[src/rtl/tagger_filter_config.sv]
// Tagger filter configuration block.
// Host writes land in a shadow copy. A commit request waits for the
// tagger channels to go quiet, with a timeout fallback, and then loads
// every deadtime, the channel mask and the laser enable in one edge.
module tagger_filter_config #(
  parameter int CHANNELS = 8,
  parameter int QUIET    = 4,
  parameter int TIMEOUT  = 1024
) (
  input  logic                     clk,
  input  logic                     rst_n,
  input  logic                     wr_valid,
  output logic                     wr_ready,
  input  logic [3:0]               wr_addr,
  input  logic [15:0]              wr_data,
  input  logic                     commit_req,
  input  logic [CHANNELS-1:0]      activity,
  output logic [CHANNELS*16-1:0]   deadtimes,
  output logic [CHANNELS-1:0]      enable_channel,
  output logic                     enable_laser_filter,
  output logic                     commit_busy,
  output logic                     commit_done,
  output logic                     commit_forced,
  output logic                     staged_dirty
);

  localparam int            CW         = $clog2(TIMEOUT + 1);
  localparam logic [CW-1:0] QUIET_LAST = CW'(QUIET - 1);
  localparam logic [CW-1:0] TMO_LAST   = CW'(TIMEOUT - 1);
  localparam logic [CW-1:0] CNT_MAX    = {CW{1'b1}};
  localparam logic [3:0]    MASK_ADDR  = 4'(CHANNELS);
  localparam logic [3:0]    LASER_ADDR = 4'(CHANNELS + 1);

  typedef enum logic [1:0] {
    ST_IDLE,
    ST_QUIET,
    ST_COMMIT
  } state_t;

  state_t state;
  state_t next_state;

  logic [CHANNELS-1:0][15:0] shadow_dt;
  logic [CHANNELS-1:0][15:0] active_dt;
  logic [CHANNELS-1:0]       shadow_mask;
  logic [CHANNELS-1:0]       active_mask;
  logic                      shadow_laser;
  logic                      active_laser;

  logic [CW-1:0] quiet_cnt;
  logic [CW-1:0] tmo_cnt;
  logic          forced_flag;
  logic          go_forced;
  logic          wr_fire;
  logic          wr_stages;

  assign deadtimes           = active_dt;
  assign enable_channel      = active_mask;
  assign enable_laser_filter = active_laser;

  // State register for the commit sequencer.
  always_ff @(posedge clk or negedge rst_n) begin
    if (!rst_n) begin
      state <= ST_IDLE;
    end else begin
      state <= next_state;
    end
  end

  // Next-state logic, write handshake, and detection of a timeout-forced commit.
  always_comb begin
    next_state  = state;
    go_forced   = 1'b0;
    wr_ready    = (state == ST_IDLE);
    commit_busy = (state != ST_IDLE);
    wr_fire     = wr_valid && (state == ST_IDLE);
    wr_stages   = wr_fire && (wr_addr <= LASER_ADDR);
    case (state)
      ST_IDLE: begin
        if (commit_req) begin
          // Something staged (now or in this same cycle) must wait for quiet;
          // an empty commit simply re-applies the shadow right away.
          if (staged_dirty || wr_stages) begin
            next_state = ST_QUIET;
          end else begin
            next_state = ST_COMMIT;
          end
        end
      end
      ST_QUIET: begin
        // The quiet condition takes priority when both conditions land together.
        if ((activity == '0) && (quiet_cnt == QUIET_LAST)) begin
          next_state = ST_COMMIT;
        end else if (tmo_cnt == TMO_LAST) begin
          next_state = ST_COMMIT;
          go_forced  = 1'b1;
        end
      end
      ST_COMMIT: begin
        next_state = ST_IDLE;
      end
      default: begin
        next_state = ST_IDLE;
      end
    endcase
  end

  // Quiet and timeout counters: they run only in QUIET and saturate instead of wrapping.
  always_ff @(posedge clk or negedge rst_n) begin
    if (!rst_n) begin
      quiet_cnt <= '0;
      tmo_cnt   <= '0;
    end else if (state == ST_QUIET) begin
      if (tmo_cnt != CNT_MAX) begin
        tmo_cnt <= tmo_cnt + 1'b1;
      end
      if (activity != '0) begin
        quiet_cnt <= '0;
      end else if (quiet_cnt != CNT_MAX) begin
        quiet_cnt <= quiet_cnt + 1'b1;
      end
    end else begin
      quiet_cnt <= '0;
      tmo_cnt   <= '0;
    end
  end

  // Remember why we entered COMMIT, then emit the registered done and forced pulses.
  always_ff @(posedge clk or negedge rst_n) begin
    if (!rst_n) begin
      forced_flag   <= 1'b0;
      commit_done   <= 1'b0;
      commit_forced <= 1'b0;
    end else begin
      commit_done   <= (state == ST_COMMIT);
      commit_forced <= (state == ST_COMMIT) && forced_flag;
      if (go_forced) begin
        forced_flag <= 1'b1;
      end else if (state == ST_COMMIT) begin
        forced_flag <= 1'b0;
      end
    end
  end

  // Shadow writes, the dirty flag, and the single-edge shadow-to-active load.
  always_ff @(posedge clk or negedge rst_n) begin
    if (!rst_n) begin
      shadow_dt    <= '0;
      shadow_mask  <= '0;
      shadow_laser <= 1'b0;
      active_dt    <= '0;
      active_mask  <= '0;
      active_laser <= 1'b0;
      staged_dirty <= 1'b0;
    end else begin
      if (wr_fire) begin
        for (int i = 0; i < CHANNELS; i++) begin
          if (wr_addr == 4'(i)) begin
            shadow_dt[i] <= wr_data;
          end
        end
        if (wr_addr == MASK_ADDR) begin
          shadow_mask <= wr_data[CHANNELS-1:0];
        end
        if (wr_addr == LASER_ADDR) begin
          shadow_laser <= wr_data[0];
        end
      end
      if (wr_stages) begin
        staged_dirty <= 1'b1;
      end
      if (state == ST_COMMIT) begin
        active_dt    <= shadow_dt;
        active_mask  <= shadow_mask;
        active_laser <= shadow_laser;
        staged_dirty <= 1'b0;
      end
    end
  end

endmodule

[config.mk]
export PLATFORM = sky130hd
export DESIGN_NAME = tagger_filter_config
export DESIGN_NICKNAME = d
export VERILOG_FILES = /design/src/rtl/tagger_filter_config.sv
export SDC_FILE = /design/constraint.sdc
export NUM_CORES = 1
export LEC_CHECK = 0
export CAP_MARGIN = 20
export CORE_MARGIN = 1
export CORE_UTILIZATION = 54
export CTS_CLUSTER_DIAMETER = 100
export DETAILED_ROUTE_END_ITERATION = 8
export GPL_TIMING_DRIVEN = 0
export PLACE_DENSITY_LB_ADDON = 0.25
export SLEW_MARGIN = 20
export SYNTH_ARGS = -nofsm -noshare
export SYNTH_HDL_FRONTEND = slang
export SYNTH_SLANG_ARGS = --single-unit
[constraint.sdc]
create_clock -name clk -period 2.6 [get_ports clk]
set_input_delay 0.26 -clock clk [delete_from_list [all_inputs] [get_ports clk]]
set_output_delay 0.26 -clock clk [all_outputs]
set_load 0.02 [all_outputs]
== Word level (Yosys, flattened, before mapping) ==
Index checks and enable logic that the tools add are counted.
Cells by class
  multiplexer cells: 17
  reduce and logical (&&, ||, !) cells: 23
  $lt $le $gt $ge: 1
  add/subtract/negate cells: 2
  eq/ne operators: 19
Operator list (count)
  $mux W11: 5
  $add A11 B1 Y11 const B: 2
  $ne A11 B11 Y1 const B: 2
  $reduce_and A2 Y1: 11
  $eq A4 B3 Y1 const B: 4
  $eq A11 B10 Y1 const B: 1
  $eq A11 B2 Y1 const B: 1
  $eq A4 B2 Y1 const B: 2
  $eq A4 B4 Y1 const B: 2
  $logic_not A8 Y1: 1
  $mux W2: 4
  $reduce_bool A8 Y1: 1
  $mux W1: 7
  $reduce_bool A2 Y1: 3
  $eq A4 B1 Y1 const B: 1
  $le A4 B4 Y1 const B: 1
  $logic_and A1 B1 Y1: 4
  $logic_not A4 Y1: 1
  $ne A2 B1 Y1 const B: 2
  $pmux W2 S2: 1
  $ne A3 B1 Y1 const B: 1
  $ne A3 B3 Y1 const B: 1
  $eq A2 B1 Y1 const B: 1
  $eq A2 B2 Y1 const B: 1
  2 further kinds: 2
Storage, ports and cells
  register bits after elaboration: 302
  input port bits: 32
  logic and storage cells: 89

== Longest topological paths before layout ==
Gate-level depths: netlist of the first run.
  depth after elaboration: 7
  gate-level depth with buffers: 7

== Least setup slack after synthesis of the first run ==
Ideal clock, no wire load.
  path kind: register -> register
  start point: register state[0]
  end point: register shadow_dt[10] in the netlist's numbering
  arrival: 1.928 ns
  required time: 2.473 ns
  path slack: 0.545 ns
  stages on the path, launching flop included: 6
  setup time: 0.127 ns
  path through: dfrtp_1 nor3b_2 or3b_4 nor3_4 buf_6 mux2_1
Between the ends
  word-level cells in the longest chain between the ends: 3
Ends and longest elaborated chain
  start, declared: RTL line 40  | state_t state;
  start signal, assigned: RTL line 66  | state <= next_state;
  $logic_not A2 Y1: RTL line 76  | wr_fire = wr_valid && (state == ST_IDLE);
  $logic_and A1 B1 Y1: RTL line 76
  $reduce_and A2 Y1 (no source line)
  end signal, assigned by index: RTL line 159  | shadow_dt[i] <= wr_data;
  end, declared: RTL line 43  | logic [CHANNELS-1:0][15:0] shadow_dt;
Every way passes these cells.
A chain may end at the register's enable or synchronous reset.

== Worst setup path after layout of the first run ==
  start point: register state[0]
  end point: register shadow_dt[93] in the netlist's numbering
Same word-level chain as after synthesis.

==> impl_metrics.tcl, run 1 <==
set metrics [dict create \
    area_growth_pct 26.81 \
    multi_input_area_sq_mm 0.003900 \
    cp_slowest_cell "nor2_1" \
    gp_congestion 0.8581 \
    cts.htree.levels 1 \
    grt_pass1_wl_mm 43.84 \
    vias 8199 \
    period_needed_ns 2.567 \
    antennaDiodeCount 0 \
    syn_area_per_cell_sq_um 11.25 \
    rsz0062_at_grt "true" \
    synth_nets 1071 \
    max-vdd-ir-drop_v 0.0007364 \
    outcome "completed" \
    yosysMostFrequentCell "nand2_1" \
    path_class "flip-flop to flip-flop" \
    hold_viol_final 0 \
    synthArstFlopShare_pct 100.0 \
    rows 53 \
    yosysTopAreaCellShare_pct 64.80 \
    synth_warnings 0 \
    start_util_pct 55.30 \
    crit_path_start_kind "flip-flop" \
    synth_area_leaders "dfrtp_1, nand2_1, mux2_2" \
    utilization_pct 70.13 \
    slowest_delay_ns 0.56 \
    tritoncts "yes" \
    drive_gt1_share_pct 15.94 \
    path_delay_family "simple AND/OR/NAND/NOR gates" \
    drc_errors 0 \
    grt_pass1_vias 7994 \
    crit_fanout 10 \
    cp_cell_sequence "nor3b_2 -> nand3b_1 -> nor2_1 -> buf_2 -> mux2_2" \
    path_clk_slew_ns 0.06 \
    via_per_inst 5.317 \
    final_antenna_net_count 0 \
    crit_arrival_ns 3.00 \
    n_fill_cell 1544 \
    die_area_sq_mm 0.02219 \
    ys_ff_latch 302 \
    critPathRequiredTime_ns 3.03 \
    drt_iter0_markers 459 \
    slew_violations 0 \
    routed_wirelength_mm 27.91 \
    holdWs_ns 0.1425 \
    overflow 0 \
    io_buffers 170 \
    pin_count 174 \
    worstMarginPinSlew_ns 0.8956 \
    synth_seq_area_share_pct 64.80 \
    clock_skew_ns 0.008108 \
    fin_crit_sh_pct 98.72 \
    dp_hpwl_mm 18.34 \
    grt_max_degree 97 \
    critPathBufInv 1 \
    dr.pass1.iters 5 \
    powerDensity_mw_per_mm2 1255 \
    synth_top_flop_cell "dfrtp_1" \
    clk_latency_ns 0.55 \
    die-width_microns 149.0 \
    leakage_nw 7.142 \
    grtUsageTotal_pct 25.79 \
    max_slew_margin_pct 39.79 \
    clkSinkCount 302 \
    fmaxAchievable_mhz 389.6 \
    netlist_instances 1037 \
    yosys.area.top_type "dfrtp_1" \
    synth_common_cells "nand2_1, dfrtp_1, mux2_2" \
    antenna_found_initial 0 \
    synth_cell_types 45 \
    tns_ns 0 \
    finalSetupViolCount 0 \
    synth-edff-count 0 \
    synthesis.area_sq_mm 0.01166 \
    numCtsBuffers 30 \
    die_h_microns 149.0 \
    seqCellArea_sq_mm 0.007557 \
    coreArea_sq_mm 0.02109 \
    cts-root-buf "clkbuf_16" \
    crit_path_end_kind "flip-flop" \
    maxCapViolations 0 \
    hold_path_class "input pin to asynchronous set/reset pin" \
    nNetsFinal 1277 \
    routedWlPerCell_microns 18.10 \
    cts_buffer_depth 3 \
]
flip-flops by register name (all words and copies together), names as in the netlist:
register             count
commit_done              1
commit_forced            1
forced_flag              1
enable_laser_filter      1
deadtimes              128
shadow_mask              8
state                    2
shadow_dt              128
staged_dirty             1
enable_channel           8
tmo_cnt                 11
quiet_cnt               11
shadow_laser             1
worst reg2reg max path, delay by kind of cell, from the launching register on:
kind / cells / cell delay [ns]
buffers and inverters: 1 / 0.38
DFF: 1 / 0.44
muxes: 1 / 0.37
and+or+nand+nor: 3 / 1.27
worst paths after layout:
check	start	to	slack (ns)	cells after the start
max reg2reg	state[0]	shadow_dt[93]	0.03	5
min	rst_n	deadtimes[76]	0.14	2
min in group clk	wr_addr[0]	shadow_laser	0.37	4
min reg2reg	shadow_dt[7]	deadtimes[7]	0.46	2
max in group asynchronous	rst_n	deadtimes[3]	1.28	4
max	state[0]	shadow_dt[93]	0.03	5
through the flow:
step | setup WS (ns) | std cells | area [sq um] | power (mW)
floorplan | 0.5449 | 1037 | 11660 | 11.25
global placement | -11.41 | 1482 | 13710 | 14.19
detailed placement | -0.2480 | 1485 | 13800 | 14.42
CTS | 0.06974 | 1542 | 14790 | 18.69
global route | -0.06402 | 1542 | 14790 | 19.58
finish | 0.03330 | 1542 | 14790 | 18.57
cells by family after synthesis:
family,count (synthesis),synth area share (%)
multiplexers,141,13.57
adder cells (fa/ha/maj),2,0.2145
XOR/XNOR,3,0.2253
flip-flops,302,64.80
buffers and inverters,51,1.781
AND/OR/NAND/NOR,504,17.65
AO/OA/AOI/OAI,34,1.759
layer usage:
| metal | wire length (microns) | part of all wire [%] | up-vias | GRT usage, % |
|---|---|---|---|---|
| met5 | 0 | 0 | - | 0 |
| met4 | 423 | 1.5 | 0 | 5.306 |
| met3 | 1368 | 4.9 | 41 | 3.945 |
| met2 | 13750 | 49 | 206 | 43.19 |
| met1 | 12370 | 44 | 4145 | 35.91 |
| li1 | - | - | 3807 | - |
cell usage in the layout (no fill, tap or decap), types with 3 or more instances in the layout:
cell type,count
a31oi_1,6
nor3_1,10
buf_16,3
nor2_1,25
dfrtp_1,302
nand2_1,423
clkbuf_8,10
nand2b_1,3
clkdlybuf4s50_1,169
buf_1,6
a21oi_1,8
inv_1,8
clkinv_2,7
mux2_2,127
buf_2,4
or3_1,4
clkbuf_1,35
xor2_1,3
mux2i_1,4
mux2_1,10
clkbuf_16,30
clkinvlp_4,3
nand4_1,6
nand3_1,11
o21ai_0,10
what timing repair did:
| item | 4_1_cts | 5_1_grt |
|---|---|---|
| resized for setup | 0 | 1 |
| buffers inserted | 0 | 0 |
| hold buffers | 1 | 0 |
| endpoints found under the setup margin | 0 | 28 |
| endpoints found under the hold margin | 116 | 0 |
final cells by class:
type / count / share of cell area (%)
Buffer: 42 / 1.176
Clock buffer: 45 / 6.134
Clock inverter: 11 / 0.4992
Inverter: 9 / 0.2284
Multi-Input combinational cell: 684 / 26.37
Sequential cell: 302 / 51.10
Tap cell: 275 / 2.327
Timing Repair Buffer: 174 / 12.17
where the power goes:
group	switching, mW	total, mW	internal (mW)
clock	1.80	4.21	2.41
combinational	3.35	6.38	3.03
sequential	1.22	7.97	6.75
Power figures use the tool's default switching activity.
==> run 2, diff against run 1 <==
--- a/config.mk
+++ b/config.mk
@@ -7,7 +7,7 @@
 export LEC_CHECK = 0
 export CAP_MARGIN = 20
 export CORE_MARGIN = 1
-export CORE_UTILIZATION = 54
+export CORE_UTILIZATION = 50
 export CTS_CLUSTER_DIAMETER = 100
 export DETAILED_ROUTE_END_ITERATION = 8
 export GPL_TIMING_DRIVEN = 0
==> impl_metrics.tcl, run 2 (same netlist as run 1, synthesis figures left out) <==
set metrics [dict create \
    outcome "completed" \
    powerDensity_mw_per_mm2 1268 \
    finalSetupViolCount 0 \
    grt_pass1_vias 8338 \
    critPathBufInv 1 \
    fin_crit_sh_pct 97.40 \
    fin_ws_ns 0.06749 \
    clock_skew_ns 0.01613 \
    routedWlPerCell_microns 17.65 \
    final_antenna_net_count 0 \
    crit_arrival_ns 2.91 \
    io_buffers 170 \
    drive_gt1_share_pct 15.72 \
    hold_path_class "input pin to asynchronous set/reset pin" \
    tritoncts "yes" \
    die_h_microns 154.7 \
    routed_wirelength_mm 27.98 \
    die_area_sq_mm 0.02394 \
    numCtsBuffers 34 \
    coreArea_sq_mm 0.02278 \
    antenna_found_initial 0 \
    crit_path_start_kind "flip-flop" \
    max_slew_margin_pct 41.78 \
    cp_slowest_cell "nor3_2" \
    dr.pass1.iters 4 \
    power_mw 18.96 \
    utilization_pct 65.64 \
    drt_iter0_markers 401 \
    drc_errors 0 \
    cts_buffer_depth 3 \
    cts.htree.levels 2 \
    vias 8155 \
    overflow 0 \
    nNetsFinal 1281 \
    multi_input_area_sq_mm 0.003900 \
    pin_count 174 \
    grt_pass1_wl_mm 45.06 \
    mostFrequentLayoutCell "nand2_1" \
    worstMarginPinSlew_ns 0.8660 \
    area_growth_pct 28.20 \
    dp_slack_ns -0.2480 \
    max-vdd-ir-drop_v 0.0007886 \
    via_per_inst 5.145 \
    clkSinkCount 302 \
    start_util_pct 51.20 \
    hold_viol_final 0 \
    seqCellArea_sq_mm 0.007557 \
    final_cell_mix "nand2_1, dfrtp_1, clkdlybuf4s50_1" \
    critPathRequiredTime_ns 2.98 \
    die-width_microns 154.7 \
    path_delay_family "simple AND/OR/NAND/NOR gates" \
    rsz0062_at_grt "true" \
    n_fill_cell 1775 \
    grtUsageTotal_pct 24.73 \
    period_needed_ns 2.533 \
    tns_ns 0 \
    gp_congestion 0.8115 \
    dp_hpwl_mm 18.38 \
    path_class "flip-flop to flip-flop" \
    slowest_delay_ns 0.49 \
    cts-root-buf "clkbuf_16" \
    leakage_nw 7.201 \
    maxCapViolations 0 \
    crit_path_end_kind "flip-flop" \
    fmaxAchievable_mhz 394.9 \
    grt_max_degree 101 \
    slew_violations 0 \
    antennaDiodeCount 0 \
    crit_fanout 10 \
    path_clk_slew_ns 0.06 \
    rows 55 \
    cp_cell_sequence "nor3b_2 -> nand3b_1 -> nor3_2 -> buf_2 -> mux2_2" \
    clk_latency_ns 0.51 \
]
-- run 2: cell types whose count changed in the layout (fill, tap and decap cells not counted) --
cell	before	now
clkbuf_16	30	37
clkbuf_8	10	7
clkbuf_1	35	42
clkinv_8	1	0
clkinvlp_4	3	0
clkinv_2	7	4
inv_6	0	1
-- run 2: what timing repair did --
action,in CTS,in global routing
hold buffers,1,0
resized for setup,0,1
endpoints found under the setup margin,0,30
setup buffers,0,0
hold endpoints to repair,43,0
-- run 2: routing by layer --
layer  up-vias  GRT usage (%)  share of wire, %
met2       196          40.12                47
met5         -              0                 0
met4         0          7.921               2.5
li1       3827              -                 -
met1      4079          33.33                45
met3        53          5.464               5.3
-- run 2: final cells by class --
cell class              count  area share (%)
well taps                 313           2.619
plain buffers              42           1.163
flip-flops and latches    302           50.54
clock inverters             5          0.1925
multi-input cells         684           26.08
inverters                   9          0.2259
clock buffers              56           7.138
repair buffers            174           12.03
-- run 2: through the flow --
step	hold slack, ns	area, sq um	instances
after floorplan	-0.03559	11660	1037
after global placement	0.4413	13760	1520
after detailed placement	0.1718	13840	1523
after CTS	0.2258	14950	1585
after global routing	0.2519	14950	1585
final	0.2212	14950	1585
-- run 2: power by group --
group / internal, mW / switching, mW / total [mW]
combinational: 3.03 / 3.38 / 6.41
sequential: 6.75 / 1.17 / 7.92
clock: 2.80 / 1.82 / 4.63
total: 12.6 / 6.37 / 19.0
-- run 2: path summary, 6_finish.rpt --
| check | startpoint | endpoint | slack (ns) | cells after the start |
|---|---|---|---|---|
| setup / recovery | state[0] | shadow_dt[26] | 0.07 | 5 |
| setup reg to reg | state[0] | shadow_dt[26] | 0.07 | 5 |
| hold / removal | rst_n | quiet_cnt[8] | 0.22 | 2 |
| min in group clk | wr_addr[0] | shadow_laser | 0.39 | 4 |
| max in group asynchronous | rst_n | deadtimes[91] | 0.79 | 5 |
| hold reg to reg | shadow_dt[27] | deadtimes[27] | 0.46 | 2 |
-- run 2: worst register-to-register path, cell delays in order (launching register included) --
cell      delay [ns]
dfrtp_1         0.43
nor3b_2         0.46
nand3b_1        0.21
nor3_2          0.49
buf_2           0.42
mux2_2          0.39
